[src/rtl/ddr_burst_arbiter.sv]
// N-channel burst arbiter in front of the single rd/wr burst port of ddr_controller.
// Round-robin or fixed-priority selection, length clamp with sticky error, zero-length completion.
module ddr_burst_arbiter #(
  parameter int NUM_CH         = 4,
  parameter int DDR_DATA_WIDTH = 128,
  parameter int DDR_ADDR_WIDTH = 28,
  parameter int LEN_WIDTH      = 10,
  parameter int MAX_BURST_LEN  = 64,
  parameter int ARB_MODE       = 0
) (
  input  logic                               clk,
  input  logic                               rst,
  input  logic                               init_calib_complete,
  input  logic [NUM_CH-1:0]                  ch_rd_req,
  input  logic [NUM_CH-1:0]                  ch_wr_req,
  input  logic [NUM_CH*LEN_WIDTH-1:0]        ch_rd_len,
  input  logic [NUM_CH*LEN_WIDTH-1:0]        ch_wr_len,
  input  logic [NUM_CH*DDR_ADDR_WIDTH-1:0]   ch_rd_addr,
  input  logic [NUM_CH*DDR_ADDR_WIDTH-1:0]   ch_wr_addr,
  input  logic [NUM_CH*DDR_DATA_WIDTH-1:0]   ch_wr_data,
  output logic [DDR_DATA_WIDTH-1:0]          ch_rd_data,
  output logic [NUM_CH-1:0]                  ch_rd_data_valid,
  output logic [NUM_CH-1:0]                  ch_wr_data_req,
  output logic [NUM_CH-1:0]                  ch_rd_finish,
  output logic [NUM_CH-1:0]                  ch_wr_finish,
  output logic [NUM_CH-1:0]                  ch_grant,
  output logic                               busy,
  output logic                               err_len,
  output logic                               rd_burst_req,
  output logic                               wr_burst_req,
  output logic [LEN_WIDTH-1:0]               rd_burst_len,
  output logic [LEN_WIDTH-1:0]               wr_burst_len,
  output logic [DDR_ADDR_WIDTH-1:0]          rd_burst_addr,
  output logic [DDR_ADDR_WIDTH-1:0]          wr_burst_addr,
  output logic [DDR_DATA_WIDTH-1:0]          wr_burst_data,
  input  logic [DDR_DATA_WIDTH-1:0]          rd_burst_data,
  input  logic                               rd_burst_data_valid,
  input  logic                               wr_burst_data_req,
  input  logic                               rd_burst_finish,
  input  logic                               wr_burst_finish
);
  localparam int IDX_W = (NUM_CH > 1) ? $clog2(NUM_CH) : 1;
  localparam logic [LEN_WIDTH-1:0] MAX_LEN = LEN_WIDTH'(MAX_BURST_LEN);

  typedef enum logic [1:0] {IDLE, RD, WR, ZLEN} state_t;

  state_t                       state;
  logic [IDX_W-1:0]             owner;
  logic                         owner_wr;
  logic [IDX_W-1:0]             rr_ptr;
  logic [NUM_CH-1:0]            req_any;
  logic                         win_found;
  logic [IDX_W-1:0]             win_idx;
  logic                         win_wr;
  logic [LEN_WIDTH-1:0]         raw_len;
  logic [LEN_WIDTH-1:0]         win_len;
  logic [DDR_ADDR_WIDTH-1:0]    win_addr;
  logic                         win_clamp;
  int                           cand;
  logic [IDX_W-1:0]             cand_idx;
  logic [IDX_W-1:0]             next_ptr;

  logic [LEN_WIDTH-1:0]         rd_len_a  [NUM_CH];
  logic [LEN_WIDTH-1:0]         wr_len_a  [NUM_CH];
  logic [DDR_ADDR_WIDTH-1:0]    rd_addr_a [NUM_CH];
  logic [DDR_ADDR_WIDTH-1:0]    wr_addr_a [NUM_CH];
  logic [DDR_DATA_WIDTH-1:0]    wr_data_a [NUM_CH];

  for (genvar gi = 0; gi < NUM_CH; gi++) begin : g_unpack
    assign rd_len_a[gi]  = ch_rd_len[gi*LEN_WIDTH +: LEN_WIDTH];
    assign wr_len_a[gi]  = ch_wr_len[gi*LEN_WIDTH +: LEN_WIDTH];
    assign rd_addr_a[gi] = ch_rd_addr[gi*DDR_ADDR_WIDTH +: DDR_ADDR_WIDTH];
    assign wr_addr_a[gi] = ch_wr_addr[gi*DDR_ADDR_WIDTH +: DDR_ADDR_WIDTH];
    assign wr_data_a[gi] = ch_wr_data[gi*DDR_DATA_WIDTH +: DDR_DATA_WIDTH];
  end

  assign req_any  = ch_rd_req | ch_wr_req;
  assign next_ptr = (owner == IDX_W'(NUM_CH - 1)) ? '0 : owner + 1'b1;

  // Winner search starts at rr_ptr (round-robin) or 0 (fixed priority) and wraps.
  always_comb begin
    win_found = 1'b0;
    win_idx   = '0;
    cand      = 0;
    cand_idx  = '0;
    for (int k = 0; k < NUM_CH; k++) begin
      cand = (ARB_MODE == 1) ? k : int'(rr_ptr) + k;
      if (cand >= NUM_CH) cand = cand - NUM_CH;
      cand_idx = IDX_W'(cand);
      if (!win_found && req_any[cand_idx]) begin
        win_found = 1'b1;
        win_idx   = cand_idx;
      end
    end
    win_wr    = ch_wr_req[win_idx];
    raw_len   = win_wr ? wr_len_a[win_idx] : rd_len_a[win_idx];
    win_addr  = win_wr ? wr_addr_a[win_idx] : rd_addr_a[win_idx];
    win_clamp = raw_len > MAX_LEN;
    win_len   = win_clamp ? MAX_LEN : raw_len;
  end

  always_ff @(posedge clk) begin
    if (rst) begin
      state         <= IDLE;
      owner         <= '0;
      owner_wr      <= 1'b0;
      rr_ptr        <= '0;
      err_len       <= 1'b0;
      ch_grant      <= '0;
      busy          <= 1'b0;
      rd_burst_req  <= 1'b0;
      wr_burst_req  <= 1'b0;
      rd_burst_len  <= '0;
      wr_burst_len  <= '0;
      rd_burst_addr <= '0;
      wr_burst_addr <= '0;
    end else begin
      case (state)
        IDLE: begin
          if (init_calib_complete && win_found) begin
            owner    <= win_idx;
            owner_wr <= win_wr;
            ch_grant <= NUM_CH'(1) << win_idx;
            busy     <= 1'b1;
            if (win_clamp) err_len <= 1'b1;
            if (win_len == '0) begin
              state <= ZLEN;
            end else if (win_wr) begin
              state         <= WR;
              wr_burst_req  <= 1'b1;
              wr_burst_len  <= win_len;
              wr_burst_addr <= win_addr;
            end else begin
              state         <= RD;
              rd_burst_req  <= 1'b1;
              rd_burst_len  <= win_len;
              rd_burst_addr <= win_addr;
            end
          end
        end
        RD: begin
          if (rd_burst_finish) begin
            state        <= IDLE;
            rd_burst_req <= 1'b0;
            ch_grant     <= '0;
            busy         <= 1'b0;
            rr_ptr       <= next_ptr;
          end
        end
        WR: begin
          if (wr_burst_finish) begin
            state        <= IDLE;
            wr_burst_req <= 1'b0;
            ch_grant     <= '0;
            busy         <= 1'b0;
            rr_ptr       <= next_ptr;
          end
        end
        default: begin
          state    <= IDLE;
          ch_grant <= '0;
          busy     <= 1'b0;
          rr_ptr   <= next_ptr;
        end
      endcase
    end
  end

  // Beat strobes and completions pass straight through to the owner only; reset suppresses completion.
  assign ch_rd_data       = rd_burst_data;
  assign ch_rd_data_valid = (state == RD) ? (ch_grant & {NUM_CH{rd_burst_data_valid}}) : '0;
  assign ch_wr_data_req   = (state == WR) ? (ch_grant & {NUM_CH{wr_burst_data_req}}) : '0;
  assign wr_burst_data    = (state == WR) ? wr_data_a[owner] : '0;
  assign ch_rd_finish     = (!rst && ((state == RD && rd_burst_finish) ||
                                      (state == ZLEN && !owner_wr))) ? ch_grant : '0;
  assign ch_wr_finish     = (!rst && ((state == WR && wr_burst_finish) ||
                                      (state == ZLEN && owner_wr))) ? ch_grant : '0;
endmodule

[config.mk]
export PLATFORM = sky130hd
export DESIGN_NAME = ddr_burst_arbiter
export DESIGN_NICKNAME = d
export VERILOG_FILES = /design/src/rtl/ddr_burst_arbiter.sv
export SDC_FILE = /design/constraint.sdc
export NUM_CORES = 1
export LEC_CHECK = 0
export ABC_AREA = 1
export CAP_MARGIN = 20
export CORE_AREA = 2 2 508 510
export CTS_CLUSTER_SIZE = 16
export DETAILED_ROUTE_END_ITERATION = 6
export DIE_AREA = 0 0 510 512
export PLACE_DENSITY = 0.32
export SYNTH_ARGS = -nofsm -noshare
export SYNTH_HDL_FRONTEND = slang
export SYNTH_SLANG_ARGS = --single-unit
[constraint.sdc]
create_clock -name clk -period 7.8 [get_ports clk]
set_clock_uncertainty 0.05 [all_clocks]
set_input_delay 1.95 -clock clk [delete_from_list [all_inputs] [get_ports clk]]
set_output_delay 1.95 -clock clk [all_outputs]
set_load 0.05 [all_outputs]
# Word-level counts from Yosys, hierarchy flattened
# Index checks and enable logic that the tools add are counted.
[word_totals]
ff_bits = 91
latch_bits = 0
mem_bits_rw = 0
romBits = 0
inputBits = 959
out_inout_bits = 356
word_cells = 152
memories = 0
[op_classes]
n_addsub = 8
mul = 0
div = 0
magnitude_cmp = 12
eq_ne = 10
shift = 1
n_mux = 71
n_bitwise = 8
reduce_logical = 29
[op_table]
columns = ["operator", "count"]
rows = [
  ["two-way mux 128 bit", 3],
  ["binary-select mux 128 bit (select 2 bit)", 1],
  ["two-way mux 28 bit", 5],
  ["binary-select mux 28 bit (select 2 bit)", 2],
  ["two-way mux 10 bit", 6],
  ["binary-select mux 10 bit (select 2 bit)", 2],
  ["two-way mux 2 bit", 16],
  ["two-way mux 4 bit", 7],
  ["two-way mux 1 bit", 18],
  [">= comparator 3 bit, second input constant", 5],
  ["less-than comparator 2 x 3 -> 1 bit, second input constant", 5],
  ["inequality test 2 bit, second input constant", 6],
  ["case mux 2 bit (3 select lines)", 2],
  ["case mux 4 bit (3 select lines)", 1],
  ["binary-select mux 1 bit (select 2 bit)", 5],
  ["> comparator 10 x 7 -> 1 bit, second input constant", 1],
  ["logical AND 1 bit", 10],
  ["zero test 10 bit", 1],
  ["AND reduction 5 bit", 2],
  ["AND reduction 3 bit", 3],
  ["bitwise AND 4 bit", 2],
  ["AND reduction 4 bit", 2],
  ["subtractor 2 x 1 -> 2 bit, second input constant", 4],
  ["adder 2 x 2 -> 3 bit, second input constant", 2],
  ["16 further kinds", 28],
]

# Longest topological paths before layout
[logic_depth]
depth_word = 25
ltp_mapped = 28
mapped_depth_nobuf = 25

# Least setup slack after synthesis
# Ideal clock, no wire load.
[synth_path]
path_kind = "input to output"
from = "in rd_burst_data_valid"
to = "out ch_rd_data_valid[0]"
arrival_time_ns = 3.083
required_ns = 5.800
slack_ns = 2.717
stages = 2
path_buffers = 0
path_cell_list = "inv_1 nor3_1"
[synth_between]
elab_chain_cells = 2
[synth_lines]
columns = ["element", "line_no", "text"]
rows = [
  ["start: declaration", "37", "input logic rd_burst_data_valid,"],
  ["bitwise AND 4 bit", "171", "assign ch_rd_data_valid = (state == RD) ? (ch_grant & {NUM_CH{rd_burst_data_valid}}) : '0;"],
  ["two-way mux 4 bit", "171", ""],
  ["end: declaration", "22", "output logic [NUM_CH-1:0] ch_rd_data_valid,"],
]
# No other way between the ends.

# Worst setup path in the final report
[layout_path]
from = "in ch_wr_data[301]"
to = "out wr_burst_data[45]"
[layout_between]
elab_chain_cells = 4
[layout_lines]
columns = ["element", "line_no", "text"]
rows = [
  ["start: declaration", "20", "input logic [NUM_CH*DDR_DATA_WIDTH-1:0] ch_wr_data,"],
  ["binary-select mux 128 bit (select 2 bit)", "173", "assign wr_burst_data = (state == WR) ? wr_data_a[owner] : '0;"],
  ["two-way mux 128 bit (implied by the code) (2 in series)", "173", ""],
  ["two-way mux 128 bit", "173", ""],
  ["end: declaration", "35", "output logic [DDR_DATA_WIDTH-1:0] wr_burst_data,"],
]
# No other way between the ends. The select of a mux whose other input is x is not followed.

==> impl_metrics.py <==
metrics = {
    "timing": {
        "finalHoldViolations": 0,
        "timing.slew.headroom_pct": 12.41,
        "setup-tns-final_ps": 0,
        "final.min_clock_period_ps": 6678,
        "worst_slew_pin_slew_ps": 1300,
        "setup_viol": 0,
        "fmax_mhz": 149.7,
        "slew_violations": 0,
        "fin_crit_sh_pct": 85.62,
        "rsz0062_at_grt": "no",
    },
    "logic_synthesis": {
        "syn_area_per_cell_um2": 5.275,
        "synth_top_cell_by_area": "nor2_1",
        "synth-seq-cells": 91,
        "yosys.area.top_type_share_pct": 20.54,
        "synth_area_um2": 11920,
        "synth_seq_area_share_pct": 15.29,
        "synth_warnings": 0,
        "syn_nets": 3219,
        "post_synth_and_or_nand_nor_area_fraction_pct": 41.57,
        "synthCells": 2259,
        "synth_cell_types": 36,
        "synthTopCellsByArea": "nor2_1, dfxtp_1, nand2_1, o21ai_0, buf_4",
        "synth_compound_area_share_pct": 25.02,
        "yosys-mux-area-fraction_pct": 0.4200,
        "synth_top_family_by_area": "simple AND/OR/NAND/NOR gates",
        "synthAdderAreaFrac_pct": 0.1050,
        "synth-xor-area-share_pct": 0,
    },
    "worst_setup_path": {
        "start_kind": "input port",
        "slowest_delay_ps": 1050,
        "arrival_ps": 4680,
        "cp_cell_sequence": "clkdlybuf4s50_1, nor2_1, nor2_1, o21ai_0, a21oi_1, clkdlybuf4s50_1",
        "rr_worst_depth": 21,
        "critical_path_class": "in -> out",
        "startpoint": "ch_wr_data[301]",
        "r2r-start": "rr_ptr[0]",
        "cp.required_ps": 5800,
        "r2r_slack_ps": 2830,
        "crit_slowest_cell": "clkdlybuf4s50_1",
        "crit_fanout": 1,
        "worst_setup_path_end_kind": "output pin",
        "r2r-end": "rd_burst_len[6]",
        "endpoint": "wr_burst_data[45]",
    },
    "global_route": {
        "grt_pass1_wl_um": 222600,
        "grt_overflow_total": 0,
        "antenna_found_initial": 140,
        "grt_pass1_vias": 19170,
        "grt_max_degree": 119,
        "grt_usage_pct": 13.30,
    },
    "clock_network": {
        "clkLatencyLatePin_ps": 380,
        "cts_setup_buffers": 0,
        "cts.sinks": 91,
        "cts_max_level": 3,
        "path_clk_slew_ps": 70,
        "cts_root_buf": "clkbuf_16",
        "clockBufferDepth": 2,
        "cts_buffers": 9,
        "post_cts_resized": 0,
        "cts_tree": "done",
        "postCtsHoldBufs": 0,
    },
    "floorplan": {
        "die_h_um": 512,
        "num_rows": 186,
        "die-area_um2": 261100,
        "core_region_area_um2": 255800,
        "die_w_um": 510,
        "initial_utilization_pct": 4.659,
        "ios": 1315,
    },
    "final_layout": {
        "nets": 4058,
        "drive_gt1_share_pct": 4.802,
        "finalNonFillerCells": 6522,
        "final_cell_area_um2": 26040,
        "areaGrowthSynthToFinish_pct": 118.6,
    },
    "pwr": {
        "p_per_area_nw_per_um2": 394.0,
        "p_leak_nw": 9.170,
        "peakVddDrop_mv": 0.2508,
    },
    "routing": {
        "drt_iter0_drc": 1488,
        "ant_nets": 0,
        "drt_wl_total_um": 181900,
        "viasPerCell": 2.987,
        "vias": 19480,
        "routedWlPerCell_um": 27.89,
        "post-route-drc-count": 0,
        "firstDrtPassIters": 5,
    },
    "run": {
        "maxCapViolations": 0,
    },
    "place": {
        "dp.cells": 6470,
        "routabilityCongestion": 0.9026,
        "port_buffers": 1058,
        "dpl_cell_area_um2": 25620,
        "hpwl_um": 162800,
    },
    "run_status": {
        "status": "finished, final reports clean",
    },
    "min_path": {
        "hp-class": "reg -> reg",
        "hp-start": "rd_burst_req",
    },
}
==> area by class of cell <==
type,instances,area (um^2)
antenna,35,87.58
clock buffer,10,250.2
clock inverter,6,76.32
fill,30060,229700
inverter,96,381.6
multi-input combinational,1775,8013
sequential,91,1829
tap,3384,4234
timing repair buffer,1125,11170
==> worst max-delay path, delay by kind of cell <==
family,cells,cell delay [ps]
AOI/OAI and AO/OA,2,880
and+or+nand+nor,2,310
buffers and inverters,2,1510
==> stage by stage <==
step           setup slack [ps]  util, %  hold WS [ps]  power [mW]
2_1_floorplan              2717        -         476.9       5.716
3_3_place_gp               1097    10.01         396.0       9.986
5_1_grt                    1062    10.15         416.6       11.14
4_1_cts                    1228    10.15         405.2       10.53
3_5_place_dp               1005    10.02         393.9       9.985
6_report                   1122    10.18         403.0       10.26
==> synthesized netlist by cell type, drive strengths merged <==
library cell / count
nor2: 677
ha: 1
nand2: 424
and3: 2
a221oi: 16
nand3b: 4
a21oi: 181
a22oi: 36
dfxtp: 91
nand3: 94
mux2i: 5
buf: 182
a211oi: 5
o31ai: 1
nand4: 6
nor3: 9
o21ai: 309
a41oi: 5
clkbuf: 115
inv: 96
==> kinds of logic (layout without fill, tap and decap cells) <==
kind of cell / count (synthesis) / count (layout)
compound gates: 553 / 553
other cells: 0 / 35
buf+inv: 393 / 1237
flops: 91 / 91
fa+ha+maj: 1 / 1
mux: 5 / 5
simple gates: 1216 / 1216
==> cell usage in the layout (no fill, tap or decap), types with 2 or more instances in the layout <==
cell type / count
a211oi_1: 5
a21oi_1: 178
a21oi_4: 2
a221oi_1: 16
a22oi_1: 36
a41oi_1: 5
and3_1: 2
buf_12: 6
buf_4: 58
buf_6: 2
clkbuf_16: 10
clkdlybuf4s50_1: 1057
clkinvlp_4: 2
dfxtp_1: 89
dfxtp_4: 2
diode_2: 35
inv_1: 86
inv_2: 5
inv_6: 3
inv_8: 3
mux2i_1: 5
nand2_1: 409
nand2_2: 8
nand2_4: 7
nand3_1: 86
nand3_2: 5
nand3_4: 3
nand3b_1: 4
nand4_1: 6
nor2_1: 651
nor2_2: 18
nor2_4: 8
nor3_1: 9
o21ai_0: 293
o21ai_1: 15
==> power breakdown <==
part / switching, mW / internal [mW] / total, mW / leakage (nW)
sequential: 0.160 / 0.605 / 0.765 / 0.748
combinational: 6.56 / 2.42 / 8.98 / 8.27
clock: 0.239 / 0.274 / 0.513 / 0.155
==> worst min-delay path by stage <==
stage / depth (start not counted) / slack, ps / to
floorplan: 2 / 480 / owner_wr
global placement: 2 / 400 / wr_burst_len[9]
detailed placement: 2 / 390 / wr_burst_len[9]
CTS: 2 / 410 / wr_burst_len[9]
global route: 2 / 420 / wr_burst_len[9]
finish: 2 / 400 / rd_burst_req
==> flip-flops by register name (all words and copies together), names as in the netlist <==
| name | count |
|---|---|
| rd_burst_addr | 28 |
| wr_burst_addr | 28 |
| rd_burst_len | 10 |
| wr_burst_len | 10 |
| ch_grant | 4 |
| owner | 2 |
| rr_ptr | 2 |
| state | 2 |
| busy | 1 |
| err_len | 1 |
| owner_wr | 1 |
| rd_burst_req | 1 |
| wr_burst_req | 1 |
==> per-layer routing <==
layer | wire, um | vias to the layer above | GRT usage, %
met1 | 76150 | 8977 | 16.30
li1 | - | 8905 | -
met3 | 27200 | 324 | 8.573
met5 | 712 | - | 0.4259
met2 | 74060 | 1160 | 19.43
met4 | 3812 | 114 | 2.305
Note: power is estimated with default switching activity, not from simulation.
